[src/rtl/arb_pkg.sv]
// Shared types for the four-source round-robin arbiter.
//   arb_state_t : arbiter FSM state (IDLE, BUSY)
//   NSRC        : number of requesting sources
package arb_pkg;

    typedef enum logic {IDLE, BUSY} arb_state_t;

    localparam int NSRC = 4;

endpackage

[src/rtl/rr_pick4.sv]
// Combinational round-robin picker for four requesters.
// Finds the first set bit of req searching ptr, ptr+1, ... modulo 4.
// Ports:
//   req    [3:0] in  : candidate requests
//   ptr    [1:0] in  : highest-priority position
//   found        out : at least one request is set
//   idx    [1:0] out : index of the pick (valid when found)
//   onehot [3:0] out : one-hot form of the pick, 0 when nothing found
module rr_pick4
    import arb_pkg::*;
(
    input  logic [3:0] req,
    input  logic [1:0] ptr,
    output logic       found,
    output logic [1:0] idx,
    output logic [3:0] onehot
);

    logic [1:0] cand;

    always_comb begin
        found  = 1'b0;
        idx    = 2'd0;
        onehot = 4'b0000;
        cand   = 2'd0;
        // Walk from the farthest position back to ptr so the nearest
        // set bit is the last assignment and therefore wins.
        for (int k = NSRC - 1; k >= 0; k--) begin
            cand = ptr + 2'(k);
            if (req[cand]) begin
                found = 1'b1;
                idx   = cand;
            end
        end
        if (found) begin
            onehot = 4'b0001 << idx;
        end
    end

endmodule

[src/rtl/arb4_rr.sv]
// Four-requester round-robin arbiter with burst locking. Drives the
// select of a downstream 4:1 mux and the valid/ready handshake around it.
// A grant is held until the granted source flags last on a transferred
// beat, or until MAXB beats have transferred, then rotates.
// Ports:
//   clk            in  : rising-edge clock
//   rst            in  : synchronous active-high reset
//   req      [3:0] in  : per-source valid
//   last     [3:0] in  : per-source end-of-burst flag
//   dn_ready       in  : downstream accepts the current beat
//   gnt      [3:0] out : registered one-hot grant, 0 when idle
//   sel      [1:0] out : registered binary encoding of gnt (mux select)
//   out_valid      out : a beat is present at the mux output
//   up_ready [3:0] out : per-source ready, at most one bit high
module arb4_rr
    import arb_pkg::*;
#(
    parameter int MAXB = 8
) (
    input  logic       clk,
    input  logic       rst,
    input  logic [3:0] req,
    input  logic [3:0] last,
    input  logic       dn_ready,
    output logic [3:0] gnt,
    output logic [1:0] sel,
    output logic       out_valid,
    output logic [3:0] up_ready
);

    localparam int            CW       = (MAXB > 2) ? $clog2(MAXB) : 1;
    localparam logic [CW-1:0] CNT_LAST = CW'(MAXB - 1);

    arb_state_t    state_q, state_d;
    logic [1:0]    ptr_q, ptr_d;
    logic [CW-1:0] cnt_q, cnt_d;
    logic [3:0]    gnt_q, gnt_d;
    logic [1:0]    sel_q, sel_d;

    logic          busy;
    logic          beat;
    logic          rel;
    logic [3:0]    pick_req;
    logic [1:0]    pick_ptr;
    logic          pick_found;
    logic [1:0]    pick_idx;
    logic [3:0]    pick_onehot;

    assign gnt = gnt_q;
    assign sel = sel_q;

    // Handshake outputs depend only on registered grant and current inputs;
    // reset suppresses any transfer in the cycle it is asserted.
    always_comb begin
        busy      = (state_q == BUSY) && !rst;
        out_valid = busy && req[sel_q];
        up_ready  = busy ? (gnt_q & {4{dn_ready}}) : 4'b0000;
        beat      = out_valid && dn_ready;
        rel       = beat && (last[sel_q] || (cnt_q == CNT_LAST));
    end

    // The releasing source's req is necessarily high on its final beat, so
    // it is masked out of the re-pick; otherwise IDLE would be unreachable
    // and a lone source would keep the grant after finishing its burst.
    always_comb begin
        if (state_q == BUSY) begin
            pick_req = req & ~gnt_q;
            pick_ptr = sel_q + 2'd1;
        end else begin
            pick_req = req;
            pick_ptr = ptr_q;
        end
    end

    rr_pick4 u_pick (
        .req    (pick_req),
        .ptr    (pick_ptr),
        .found  (pick_found),
        .idx    (pick_idx),
        .onehot (pick_onehot)
    );

    always_comb begin
        state_d = state_q;
        ptr_d   = ptr_q;
        cnt_d   = cnt_q;
        gnt_d   = gnt_q;
        sel_d   = sel_q;
        case (state_q)
            IDLE: begin
                if (pick_found) begin
                    state_d = BUSY;
                    gnt_d   = pick_onehot;
                    sel_d   = pick_idx;
                    cnt_d   = '0;
                end
            end
            BUSY: begin
                if (rel) begin
                    ptr_d = sel_q + 2'd1;
                    cnt_d = '0;
                    if (pick_found) begin
                        gnt_d = pick_onehot;
                        sel_d = pick_idx;
                    end else begin
                        state_d = IDLE;
                        gnt_d   = 4'b0000;
                    end
                end else if (beat) begin
                    cnt_d = cnt_q + CW'(1);
                end
            end
            default: begin
                state_d = IDLE;
                gnt_d   = 4'b0000;
            end
        endcase
    end

    always_ff @(posedge clk) begin
        if (rst) begin
            state_q <= IDLE;
            ptr_q   <= 2'd0;
            cnt_q   <= '0;
            gnt_q   <= 4'b0000;
            sel_q   <= 2'd0;
        end else begin
            state_q <= state_d;
            ptr_q   <= ptr_d;
            cnt_q   <= cnt_d;
            gnt_q   <= gnt_d;
            sel_q   <= sel_d;
        end
    end

endmodule

[config.mk]
export PLATFORM = sky130hd
export DESIGN_NAME = arb4_rr
export DESIGN_NICKNAME = d
export VERILOG_FILES = /design/src/rtl/arb_pkg.sv /design/src/rtl/rr_pick4.sv /design/src/rtl/arb4_rr.sv
export SDC_FILE = /design/constraint.sdc
export NUM_CORES = 1
export LEC_CHECK = 0
export ABC_AREA = 1
export BUFFER_PORTS_ARGS = -buffer_cell sky130_fd_sc_hd__buf_4
export CAP_MARGIN = 20
export CORE_ASPECT_RATIO = 0.8
export CORE_MARGIN = 2
export CORE_UTILIZATION = 50
export DETAILED_ROUTE_END_ITERATION = 6
export PLACE_DENSITY = 0.71
export SLEW_MARGIN = 30
export SYNTH_ARGS = -nofsm -noshare
export SYNTH_HDL_FRONTEND = slang
export SYNTH_HIERARCHICAL = 1
export SYNTH_SLANG_ARGS = --single-unit
[constraint.sdc]
create_clock -name clk -period 5.9 [get_ports clk]
set_input_delay 0 -clock clk [delete_from_list [all_inputs] [get_ports clk]]
set_output_delay 0 -clock clk [all_outputs]
set_load 0.05 [all_outputs]
# Yosys cells after proc, flatten, opt, wreduce, memory -nomap -nowiden

Index checks and enable logic that the tools add are counted.

Add/sub/neg operators: 5
Order comparisons: 5
Eq/ne operators: 4
Shift-type cells: 1
Muxes and demuxes: 37
Bitwise gates (word level): 4
Reduce and logical (&&, ||, !) cells: 9

Operators with widths:

| cell                                                                         | count |
|---|---|
| 4-bit two-way mux                                                            | 5 |
| 2-bit by 3-bit less-than comparator with 1-bit output, second input constant | 5 |
| 2-bit two-way mux                                                            | 7 |
| 1-bit binary-select mux with 2-bit select                                    | 6 |
| 1-bit two-way mux                                                            | 12 |
| 3-bit two-way mux                                                            | 3 |
| 4-bit AND                                                                    | 2 |
| 4-bit one-hot mux with 2 select lines                                        | 1 |
| 3-bit one-hot mux with 2 select lines                                        | 1 |
| 2-bit AND reduction                                                          | 3 |
| 2-bit by 1-bit adder with 2-bit output, second input constant                | 2 |
| 2-bit adder, second input constant                                           | 2 |
| 1-bit logical AND                                                            | 4 |
| 4-bit NOT                                                                    | 1 |
| 2-bit one-hot mux with 2 select lines                                        | 1 |
| 1-bit by 2-bit << shifter with 4-bit output, first input constant            | 1 |
| 3-bit by 1-bit adder with 3-bit output, second input constant                | 1 |
| 3-bit == test, second input constant                                         | 1 |
| 3-bit by 1-bit inequality test with 1-bit output, second input constant      | 1 |
| 2-bit by 1-bit inequality test with 1-bit output, second input constant      | 1 |
| 2-bit inequality test, second input constant                                 | 1 |
| 1-bit one-hot mux with 2 select lines                                        | 1 |
| 1-bit logical NOT                                                            | 1 |
| 1-bit logical OR                                                             | 1 |
| 1-bit NOT                                                                    | 1 |

Flip-flop bits (word level): 12
Input port bits: 11
Output and inout port bits: 11
Word-level logic and storage cells: 70

# Depth between registers and ports, before layout

Gate-level depths: netlist of run 1.

Word-level depth: 13
Mapped depth: 18
Mapped depth without buffers: 17

# By module

Netlist of run 1, hierarchy kept.

By module, submodules not included:

| module   | times used | cells an instance | area an instance (um2) | seq. area each (um2) |
|---|---|---|---|---|
| arb4_rr  | 1          | 117               | 782.0                  | 240.2 |
| rr_pick4 | 1          | 58                | 257.7                  | 0.0 |

# Worst setup path after synthesis of run 1

Ideal clock, no wire load.

Path kind: reg-to-reg
From: reg sel_q[0] (netlist: sel[0])
To: reg gnt_q[0] (netlist: gnt[0])
Setup time: 0.123 ns
Arrival: 2.391 ns
Required time: 5.777 ns
Setup slack: 3.386 ns
Cell stages (with the launch flop): 16
Buffers on the path: 1
Period minus slack after synthesis: 2.514 ns
Path through: dfxtp_1 > buf_6 > o21ai_0 > inv_2 > nand2_1 > nand2_1 > nand2_2 > nand2_2 > inv_1 > nand4_1 > inv_1 > nor2_1 > inv_1 > nand2_1 > nand2_1 > a21oi_1

Elaborated cells on any way between the ends: 37
Those cells by class: add/sub: 4; eq/ne: 2; shift: 1; mux: 25; reduce/logical: 5

RTL lines:

| what                                      | line           | source |
|---|---|---|
| from (decl)                               | arb4_rr.sv:38  | `logic [1:0] sel_q, sel_d;` |
| from (signal assigned)                    | arb4_rr.sv:132 | `sel_q <= sel_d;` |
| 2-bit by 1-bit adder with 2-bit output *  | arb4_rr.sv:68  | `pick_ptr = sel_q + 2'd1;` |
| 2-bit two-way mux *                       | arb4_rr.sv:66  | `if (state_q == BUSY) begin` |
| via pick_ptr[0]                           | arb4_rr.sv:44  | `logic [1:0] pick_ptr;` |
| 2-bit adder                               | rr_pick4.sv:29 | `cand = ptr + 2'(k);` |
| 1-bit binary-select mux with 2-bit select | rr_pick4.sv:30 | `if (req[cand]) begin` |
| 1-bit two-way mux (implied by the code)   | rr_pick4.sv:30 |  |
| 1-bit two-way mux (3 in a row)            | rr_pick4.sv:30 |  |
| 1-bit two-way mux *                       | rr_pick4.sv:30 |  |
| via pick_found                            | arb4_rr.sv:45  | `logic pick_found;` |
| 4-bit two-way mux                         | arb4_rr.sv:102 | `if (pick_found) begin` |
| 4-bit two-way mux                         | arb4_rr.sv:99  | `if (rel) begin` |
| 4-bit one-hot mux with 2 select lines     | arb4_rr.sv:89  | `case (state_q)` |
| to (signal assigned)                      | arb4_rr.sv:131 | `gnt_q <= gnt_d;` |
| to (decl)                                 | arb4_rr.sv:37  | `logic [3:0] gnt_q, gnt_d;` |

Mark *: on every way through the listed nets, which the timed path passes. The rest lies on a longest branch. The select of a mux whose other input is x is not followed.
A chain may end at the register's enable or synchronous reset.

# Worst setup path after layout of run 1

From: reg state_q
To: reg gnt_q[0] (netlist: gnt[0])

Elaborated cells on any way between the ends: 34
Those cells by class: add/sub: 3; eq/ne: 2; shift: 1; mux: 22; bitwise: 1; reduce/logical: 5

RTL lines:

| what                                      | line           | source |
|---|---|---|
| from (decl)                               | arb4_rr.sv:34  | `arb_state_t state_q, state_d;` |
| from (signal assigned)                    | arb4_rr.sv:128 | `state_q <= state_d;` |
| 2-bit two-way mux *                       | arb4_rr.sv:66  |  |
| via pick_ptr[0]                           | arb4_rr.sv:44  |  |
| 2-bit adder                               | rr_pick4.sv:29 |  |
| 1-bit binary-select mux with 2-bit select | rr_pick4.sv:30 |  |
| 1-bit two-way mux (implied by the code)   | rr_pick4.sv:30 |  |
| 1-bit two-way mux (3 in a row)            | rr_pick4.sv:30 |  |
| 1-bit two-way mux *                       | rr_pick4.sv:30 |  |
| via pick_found                            | arb4_rr.sv:45  |  |
| 4-bit two-way mux                         | arb4_rr.sv:102 |  |
| 4-bit two-way mux                         | arb4_rr.sv:99  |  |
| 4-bit one-hot mux with 2 select lines     | arb4_rr.sv:89  |  |

Marked as above.

==> impl_results.md, run 1 <==
- Worst setup EP type: flip-flop
- Crit-path cells: inv_2 -> o21ai_0 -> inv_2 -> nand2_1 -> nand2_1 -> nand2_2 -> nand2_2 -> inv_1 -> nand4_1 -> inv_1 -> nor2_1 -> inv_1 -> nand2_1 -> nand2_1 -> a21oi_1
- Port Buffers: 21
- Pre-Repair DR Iteration Count: 4
- Initial antenna violation count: 0
- Synth top cells by count: nand2_1, inv_1, nand3_1
- Syn nets: 188
- LEAKAGE: 0.648 nW
- CTS Sinks: 12
- Routed vias/inst: 5.13
- Setup repair after global routing missed its margin: no
- Synth unique cells: 24
- Die width: 55.0 microns
- Die height: 44.8 microns
- Met3 GRT Util: 0.0497
- Worst R2R End: gnt[0]$_SDFFE_PP0P_
- Layout cell share with drive strength beyond 1: 0.249
- CORE AREA: 1930 sq um
- Pre-CTS setup slack: 3.00 ns
- CP arrival: 3.14 ns
- Via count: 1134
- Detail Placement HPWL: 2000 microns
- Worst Setup Start Kind: flip-flop
- Setup-failing EPs final: 0
- First-pass GRT wire length: 4060 microns
- Root buf cell: clkbuf_4
- Kind of critical path: reg -> reg
- Layout Skew: 0.00171 ns
- Number of synthesized register bits: 12
- Starting Density: 0.540
- Avg Inst Size Synth: 5.94 sq um
- Die area: 2460 sq um
- Crit path time final: 2.97 ns
- GRT Max-Usage Layer: met2
- Most frequent cell after synthesis: nand2_1
- Clock Path Buffers: 2
- Post-CTS Setup Bufs: 0
- Achievable Freq: 337 MHz
- Worst r2r src: state_q$_SDFF_PP0_
- Total power: 0.602 mW
- Final worst slack: 2.93 ns
- I/O pin total: 22
- GPL Wtd Cong: 0.902
- Mapped Area: 1040 sq um
- Worst Tran Pin Value: 0.711 ns
- CTS tree: built
- Period utilisation layout: 0.503
- Crit path required time: 6.07 ns
- Final count of pins violating max slew: 0
- Slew headroom: 0.521
- Power Density: 484 nW/um^2
- R2R setup slack: 2.93 ns
- Diode count: 0
- Crit-path slowest cell: dfxtp_1
- Register area share after synthesis: 0.231
- Peak per-stage delay on the critical path: 0.60 ns
- GR Layer Usage met2: 0.362
- Layout area overhead: 19.5%
- Yosys top cell area share: 0.231
- Post-synth EDFFs: 0
- Worst hold path class: in -> reg
- GR Util met1: 0.318
- Post_cts resized: 0
- Critical Path End: gnt[0]$_SDFFE_PP0P_
- Grt ovf: 0
- DRT antenna net count: 0
- Worst-Skew Late Latency: 0.28 ns
- R2R depth: 15
- Reg clk slew, reported paths: 0.08 ns
- Setup TNS Final: 0 ns
- Status: completed
- DR WL/cell: 11.2 microns
- Synth area leader: dfxtp_1
- Pin count of the biggest net entering global routing: 16
- Synth async-reset ratio: 0
- Vias in the first global route: 930
- Worst Setup SP: state_q$_SDFF_PP0_
- Critical path fanouts, max: 15
- # H-tree levels: 1
- Dominant cells by area after synthesis: dfxtp_1, nand2_1, nand3_1
- Synth Instances: 175
- Worst vdd rail ir drop: 0.293 mV
- CP most frequent cell: nand2_1
- Final wirelength: 2480 microns
- DRC: 0
- Global-route total usage across every layer: 0.232
- Max cap viols: 0
- CTS Buf Count: 3
- Yosys warns: 6
- Final net count: 211
- Most used DFF post-synth: dfxtp_1
- Rows: 14
- DRT iter0 DRCs: 33
- Final Hold Viols: 0
-- routing by layer --
| metal | wire length (microns) | vias up |
|---|---|---|
| li1 | - | 591 |
| met1 | 1150 | 486 |
| met2 | 1040 | 51 |
| met3 | 242 | 6 |
| met4 | 44 | 0 |
| met5 | 0 | - |
-- sequential cells by signal, indices dropped and copies added, names as in the netlist --
| register | cells |
|---|---|
| sel | 2 |
| cnt_q | 3 |
| state_q | 1 |
| ptr_q | 2 |
| gnt | 4 |
-- worst max-delay path, delay by kind of cell (launching register included) --
family | cells | cell delay, ns
simple gates | 8 | 0.88
buf+inv | 5 | 0.72
compound gates | 2 | 0.65
flops | 1 | 0.60
-- report_power, final --
part           internal, mW  leakage, nW  switching, mW
Clock                0.0376       0.0210         0.0295
Combinational         0.133        0.529          0.274
Sequential           0.0977       0.0980         0.0300
Total                 0.268        0.648          0.334
-- how the worst min path moves through the flow --
| stage | slack [ns] | start | cells after the start | endpoint |
|---|---|---|---|---|
| after floorplan | 0.23 | dn_ready | 2 | up_ready[0] |
| after detailed placement | 0.26 | rst | 2 | ptr_q[1]$_SDFFE_PP0P_ |
| final | 0.16 | dn_ready | 5 | cnt_q[0]$_SDFFE_PP0P_ |
| after global routing | 0.19 | dn_ready | 5 | cnt_q[0]$_SDFFE_PP0P_ |
| after global placement | 0.26 | rst | 2 | ptr_q[1]$_SDFFE_PP0P_ |
| after CTS | 0.14 | dn_ready | 5 | cnt_q[0]$_SDFFE_PP0P_ |
-- placed cells by master, fill, tap and decap left out, drive strengths merged --
cell	synthesis	final
nand3	19	19
ha	2	2
clkinv	1	1
nand4	3	3
a21oi	11	11
dfxtp	12	12
buf	3	21
clkbuf	1	4
inv	29	29
nor2	19	19
o21ai	5	5
a31oi	1	1
xor2	1	1
a21boi	8	8
dlygate4sd3	0	1
nand2	60	60
-- cell families after synthesis --
kind of cell             Yosys count  share of synthesized area
AND/OR/NAND/NOR                  101                      0.440
buffers and inverters             34                      0.146
AO/OA/AOI/OAI                     25                      0.150
flip-flops                        12                      0.231
adder cells (fa/ha/maj)            2                     0.0241
XOR/XNOR                           1                    0.00843
-- stage by stage --
step | hold WS [ns] | std cells | area, sq um | utilization
floorplan | 0.231 | 175 | 1040 | -
global placement | 0.264 | 216 | 1200 | 0.621
detailed placement | 0.260 | 216 | 1200 | 0.621
CTS | 0.143 | 221 | 1240 | 0.645
global route | 0.194 | 221 | 1240 | 0.645
finish | 0.160 | 221 | 1240 | 0.645
-- cell type report --
type                            instances  area, sq um
Clock buffer                            4         36.3
Tap cell                               24         30.0
Sequential cell                        12          240
Timing Repair Buffer                   22          168
Inverter                               30          120
Multi-Input combinational cell        129          648
Fill cell                             179          684
-- timing repair --
item / in CTS / in global routing
hold buffers: 1 / 0
hold endpoints to repair: 8 / 0
endpoints found under the setup margin: 0 / 0
(Power assumes the default switching activity.)
==> run 2: changes to the inputs <==
ABC_AREA = 0   (was 1)
CORE_UTILIZATION = 46   (was 50)
PLACE_DENSITY = 0.7   (was 0.71)
clock period = 2.57 ns   (was 5.9 ns; I/O delays follow)
==> run 2 against run 1 <==
Final area decreased by 12%. Hold slack improved by 0.21 ns. Routed wire length decreased by 12%. Largest power group is now registers. Register-to-register slack got worse by 2.6 ns. Critical path type unchanged. Critical endpoint is now gnt[3]$_SDFFE_PP0P_. First-iteration DRC count decreased by 9.1%. Highest routed layer unchanged.
==> impl_results.md, run 2 <==
- Critical path's top delay family: simple AND/OR/NAND/NOR gates
- Most used DFF post-synth: dfxtp_1
- Crit path required time: 2.74 ns (-3.33 ns)
- Avg Inst Size Synth: 8.34 sq um (+40%)
- Port Buffers: 21 (unchanged)
- Synth unique cells: 44 (+83%)
- Status: completed
- CORE AREA: 1840 sq um (-4.5%)
- DR WL/cell: 14.5 microns (+29%)
- Mapped Area: 876 sq um (-16%)
- Detail Placement HPWL: 1660 microns (-17%)
- Peak per-stage delay on the critical path: 0.63 ns (+0.03 ns)
- Post_cts resized: 0 (unchanged)
- Starting Density: 0.476 (-0.0634)
- LEAKAGE: 0.459 nW (-29%)
- Rows: 14 (unchanged)
- # fillers: 157 (-12%)
- GPL Wtd Cong: 0.941 (+4.3%)
- Critical path fanouts, max: 10 (-5)
- Via count: 882 (-22%)
- Internal: 0.358 mW (+34%)
- Grt ovf: 0 (unchanged)
- Vias in the first global route: 800 (-14%)
- Synth Instances: 105 (-40%)
- Die height: 43.0 microns (-3.9%)
- Critical Path End: gnt[3]$_SDFFE_PP0P_
- CP Buf/Inv Count: 0 (-5)
- Kind of critical path: reg -> reg
- Worst Tran Pin Value: 0.724 ns (+0.0134 ns)
- Sequential group share of total power: 0.386 (+0.174)
- Crit-path slowest cell: a21boi_0
- Setup-failing EPs final: 0 (unchanged)
- Worst setup EP type: flip-flop
- R2R setup slack: 0.33 ns (-2.60 ns)
- Diode count: 0 (unchanged)
- Reg clk slew, reported paths: 0.08 ns (about the same)
- DRT iter0 DRCs: 30 (-9.1%)
- NetSw: 0.190 mW (-43%)
- Worst r2r src: state_q$_SDFF_PP0_
- Synth area leader: dfxtp_1
- Pre-Repair DR Iteration Count: 4 (unchanged)
- Total power: 0.548 mW (-8.9%)
- CP arrival: 2.41 ns (-0.73 ns)
- Die width: 52.8 microns (-4.0%)
- CTS Sinks: 12 (unchanged)
- Max cap viols: 0 (unchanged)
- Most frequent cell after synthesis: dfxtp_1
- Yosys top cell area share: 0.274 (+0.0432)
- Number of synthesized register bits: 12 (unchanged)
- Slew headroom: 0.513 (-0.00829)
- Hold Crit Depth: 5 (unchanged)
- Syn nets: 118 (-37%)
- Post-synth EDFFs: 0 (unchanged)
- Max reg flops: 4 (unchanged)
- DRC: 0 (unchanged)
- Final Hold Viols: 0 (unchanged)
- # H-tree levels: 1 (unchanged)
- Routed vias/inst: 5.88 (+15%)
- Synth async-reset ratio: 0 (unchanged)
- CTS Buf Count: 3 (unchanged)
- First-pass GRT wire length: 3570 microns (-12%)
- Root buf cell: clkbuf_4
- Achievable Freq: 447 MHz (+32%)
- Critical path depth: 6 (-9)
- Worst Setup Start Kind: flip-flop
- Commonest non-fill, non-tap cell in the layout: buf_4
- Layout Skew: 0.00318 ns (+0.00147 ns)
- Pin count of the biggest net entering global routing: 18 (+2)
- Final non-filler cell total: 150 (-32%)
- Dpl cells: 145 (-33%)
- Initial antenna violation count: 0 (unchanged)
- Layout area overhead: 24.1%
- Crit path time final: 2.24 ns (-0.726 ns)
- Clock Path Buffers: 2 (unchanged)
- Register area share after synthesis: 0.274 (+0.0432)
- Comb power frac: 0.337 (-0.339)
- Worst vdd rail ir drop: 0.291 mV (-0.84%)
- Period utilisation layout: 0.871 (+0.369)
- Worst R2R End: gnt[3]$_SDFFE_PP0P_
- Worst-Skew Late Latency: 0.28 ns (about the same)
- DRT antenna net count: 0 (unchanged)
- CP most frequent cell: nand2_1
- Hold slack: 0.374 ns (+0.214 ns)
- CTS tree: built
- Yosys warns: 6 (unchanged)
- Crit-path cells: a21boi_0 -> nor2_1 -> nand2_1 -> nor2b_1 -> nand2_1 -> o32ai_1
- Setup TNS Final: 0 ns (unchanged)
- Sw frac: 0.347 (-0.208)
- I/O pin total: 22 (unchanged)
- R2R depth: 6 (-9)
- Dominant cells by area after synthesis: dfxtp_1, mux4_2, nor2_1
- Power Density: 504 nW/um^2 (+4.1%)
- Util after Layout: 0.591 (-0.0536)
- Global-route total usage across every layer: 0.217 (-0.0146)
- Die area: 2270 sq um (-7.8%)
- Worst Setup SP: state_q$_SDFF_PP0_
- Final net count: 140 (-34%)
- Worst hold path class: in -> reg
- Clock power frac: 0.277 (+0.165)
- Final wirelength: 2180 microns (-12%)
- Commonest non-fill, non-tap cells in the layout: buf_4, dfxtp_1, nor2_1, nand2_1, inv_1
- Setup repair after global routing missed its margin: no
- Synth top cells by count: dfxtp_1, nor2_1, nand2_1
- Layout cell share with drive strength beyond 1: 0.278 (+0.0290)
- Final count of pins violating max slew: 0 (unchanged)
run 2: changes by cell type after synthesis, sizes merged, moves of 3 or more:
cell | previous run | this run
nor3 | 0 | 4
o32ai | 0 | 4
inv | 29 | 7
clkbuf | 1 | 4
a21oi | 11 | 5
nand3 | 19 | 1
o21ai | 5 | 1
nor2b | 0 | 3
a21boi | 8 | 4
nand4 | 3 | 0
nand2 | 60 | 8
nor2 | 19 | 10
and2 | 0 | 4
run 2: cell type report:
| cell class | instances | area (sq um) | share of cell area |
|---|---|---|---|
| timing repair buffer | 24 | 183 | 0.168 |
| tap | 24 | 30.0 | 0.0276 |
| multi-input combinational | 79 | 572 | 0.526 |
| clock buffer | 4 | 36.3 | 0.0334 |
| inverter | 7 | 26.3 | 0.0242 |
| sequential | 12 | 240 | 0.221 |
run 2: logic make-up after synthesis:
group | share of synthesized area
AOI/OAI and AO/OA | 0.293
xor gates and xnor gates | 0.0100
adders and majority gates | 0.0286
buffers and inverters | 0.0728
DFF | 0.274
muxes | 0.0886
and+or+nand+nor | 0.233
run 2: through the flow:
stage | area (sq um) | worst slack [ns]
after global routing | 1090 | 0.107
final | 1090 | 0.331
after global placement | 1040 | 0.504
after CTS | 1090 | 0.404
after detailed placement | 1040 | 0.428
after floorplan | 876 | 0.276
run 2: worst min-delay path by stage:
stage	from	endpoint	slack [ns]
floorplan	rst	sel[1]$_SDFFE_PP0P_	0.40
global route	last[0]	ptr_q[1]$_SDFFE_PP0P_	0.40
finish	req[0]	gnt[0]$_SDFFE_PP0P_	0.37
global placement	rst	state_q$_SDFF_PP0_	0.29
detailed placement	rst	ptr_q[1]$_SDFFE_PP0P_	0.29
CTS	req[0]	gnt[0]$_SDFFE_PP0P_	0.37
run 2: what timing repair did:
action / CTS / global route
setup buffers: 0 / 0
hold endpoints to repair: 1 / 0
hold buffers: 1 / 0
run 2: worst min-delay path: cells and delay by family:
kind	cells	cell delay [ns]
compound gates	3	0.43
buf+inv	1	0.11
simple gates	1	0.06
run 2: metal layers:
metal	track usage	up-vias	wire length [microns]
li1	-	431	-
met1	0.286	404	986
met2	0.333	42	1010
met3	0.0704	5	166
met4	0.0718	0	18
met5	0	-	0
run 2: power groups by stage:
stage               clock network (mW)  registers (mW)  logic, mW
floorplan                            0           0.237      0.112
global placement                     0           0.216      0.179
detailed placement                   0           0.216      0.181
CTS                              0.155           0.212      0.182
global route                     0.163           0.214      0.199
finish                           0.152           0.212      0.185
==> run 3: changes to the inputs <==
CORE_UTILIZATION = 30   (was 46)
CTS_CLUSTER_SIZE = 25   (was default)
PLACE_DENSITY = 0.49   (was 0.7)
SLEW_MARGIN = 5   (was 30)
==> run 3 against run 2 <==
Clock skew rose by 0.0013 ns. Critical path type unchanged. Core utilization shrank 19 points. Via count down 2.6%. First-iteration DRC count rose by 3.3%. Largest power group unchanged. Critical path depth stayed put. Routed wire length grew 4.7%. Total power rose by 0.71%. Fmax up 0.67%. Non-clock buffer count did not move. Combinational power about the same. Setup slack gained 0.015 ns.
==> impl_results.md, run 3 (synthesized netlist as in run 2, its figures left out) <==
- Power Density: 501 nW/um^2 (-0.67%)
- Crit-path slowest cell: a21boi_0
- Die area: 3370 sq um (+48%)
- # H-tree levels: 1 (unchanged)
- Layout Skew: 0.00445 ns (+0.00127 ns)
- Worst hold path class: in -> reg
- Sequential group share of total power: 0.385 (about the same)
- CORE AREA: 2770 sq um (+50%)
- Grt ovf: 0 (unchanged)
- CTS Sinks: 12 (unchanged)
- Max reg flops: 4 (unchanged)
- CP most frequent cell: nand2_1
- Die height: 52.3 microns (+22%)
- CP arrival: 2.42 ns (about the same)
- Crit path time final: 2.22 ns (-0.0149 ns)
- Comb power frac: 0.332 (-0.005)
- DRT antenna net count: 0 (unchanged)
- Layout cell share with drive strength beyond 1: 0.286 (+0.00794)
- Commonest non-fill, non-tap cells in the layout: buf_4, dfxtp_1, nor2_1, nand2_1, inv_1
- Slew headroom: 0.476 (-0.0366)
- Setup repair after global routing missed its margin: no
- Kind of critical path: reg -> reg
- Max cap viols: 0 (unchanged)
- Sw frac: 0.351 (+0.00411)
- Setup TNS Final: 0 ns (unchanged)
- Detail Placement HPWL: 1740 microns (+4.9%)
- Hold slack: 0.0154 ns (-0.358 ns)
- Rows: 17 (+3)
- Port Buffers: 21 (unchanged)
- Root buf cell: clkbuf_4
- Hold Buf Count CTS: 0 (-1)
- Clock Path Buffers: 2 (unchanged)
- Starting Density: 0.317 (-0.159)
- Pre-Repair DR Iteration Count: 4 (unchanged)
- Layout area overhead: 25.9%
- Period utilisation layout: 0.865 (-0.00581)
- Initial antenna violation count: 0 (unchanged)
- Internal: 0.358 mW (about the same)
- # fillers: 285 (+82%)
- Commonest non-fill, non-tap cell in the layout: buf_4
- Status: completed
- Crit-path cells: a21boi_0 -> nor2_1 -> nand2_1 -> nor2b_1 -> nand2_1 -> o32ai_1
- Clock power frac: 0.282 (+0.005)
- Achievable Freq: 450 MHz (+0.67%)
- DR WL/cell: 13.9 microns (-4.3%)
- Final net count: 140 (unchanged)
- Vias in the first global route: 800 (unchanged)
- Worst vdd rail ir drop: 0.204 mV (-30%)
- Post-CTS Setup Bufs: 0 (unchanged)
- Diode count: 0 (unchanged)
- Routed vias/inst: 5.24 (-11%)
- Critical path's top delay family: simple AND/OR/NAND/NOR gates
- Via count: 859 (-2.6%)
- Crit path required time: 2.76 ns (+0.02 ns)
- Worst Setup Start Kind: flip-flop
- LEAKAGE: 0.460 nW (+0.14%)
- CP Buf/Inv Count: 0 (unchanged)
- Final count of pins violating max slew: 0 (unchanged)
- Final wirelength: 2280 microns (+4.7%)
- CTS Buf Count: 3 (unchanged)
- Worst Tran Pin Value: 0.778 ns (+0.0544 ns)
- CTS tree: built
- First-pass GRT wire length: 3820 microns (+6.7%)
- Finished Cell Area: 1100 sq um (+1.4%)
- Placed Area: 1070 sq um (+2.4%)
- Global-route total usage across every layer: 0.153 (-0.0643)
- DRC: 0 (unchanged)
- GPL Wtd Cong: 0.780 (-17%)
- Final Hold Viols: 0 (unchanged)
- DRT iter0 DRCs: 31 (+3.3%)
- Die width: 64.4 microns (+22%)
- Worst setup EP type: flip-flop
- Setup-failing EPs final: 0 (unchanged)
- Pin count of the biggest net entering global routing: 18 (unchanged)
- Worst-Skew Late Latency: 0.28 ns (about the same)
- Critical path fanouts, max: 10 (unchanged)
- I/O pin total: 22 (unchanged)
- Reg clk slew, reported paths: 0.08 ns (about the same)
- Peak per-stage delay on the critical path: 0.67 ns (+0.04 ns)
- Post_cts resized: 0 (unchanged)
- NetSw: 0.194 mW (+1.9%)
[run 3: area by class of cell]
class,count,area (sq um),area share
Clock buffer,4,36.3,0.0329
Inverter,7,26.3,0.0238
Multi-Input combinational cell,79,572,0.519
Sequential cell,12,240,0.218
Tap cell,38,47.5,0.0431
Timing Repair Buffer,24,180,0.163
[run 3: path summary, 6_finish.rpt]
check	from	slack (ns)	endpoint	cells after the start
hold reg to reg	cnt_q[2]$_SDFFE_PP0P_	0.49	cnt_q[2]$_SDFFE_PP0P_	1
hold / removal	rst	0.02	ptr_q[0]$_SDFFE_PP0P_	2
setup / recovery	state_q$_SDFF_PP0_	0.35	gnt[3]$_SDFFE_PP0P_	6
setup reg to reg	state_q$_SDFF_PP0_	0.35	gnt[3]$_SDFFE_PP0P_	6
[run 3: power groups by stage]
stage                     clock network (mW)  registers, mW  logic [mW]
after detailed placement                   0          0.217       0.182
after CTS                              0.163          0.213       0.183
after floorplan                            0          0.237       0.112
final                                  0.156          0.213       0.183
after global placement                     0          0.217       0.184
after global routing                   0.175          0.215       0.200
[run 3: metal layers]
layer / vias to the layer above / GRT usage / part of all wire / wire [microns]
met5: - / 0 / 0 / 0
met2: 27 / 0.234 / 0.45 / 1030
li1: 431 / - / - / -
met1: 399 / 0.204 / 0.49 / 1120
met4: 0 / 0.0426 / 0.0039 / 9
met3: 2 / 0.0516 / 0.050 / 114
[run 3: worst reg2reg max path: stages (launching register included)]
cell	delay, ns
dfxtp_1	0.41
a21boi_0	0.67
nor2_1	0.14
nand2_1	0.26
nor2b_1	0.41
nand2_1	0.14
o32ai_1	0.13
[run 3: stage by stage]
stage	util	worst slack (ns)	total power, mW	cells
2_1_floorplan	-	0.276	0.349	105
3_3_place_gp	0.386	0.525	0.401	160
3_5_place_dp	0.386	0.391	0.399	160
4_1_cts	0.399	0.370	0.559	164
5_1_grt	0.399	0.0791	0.591	164
6_report	0.399	0.346	0.552	164
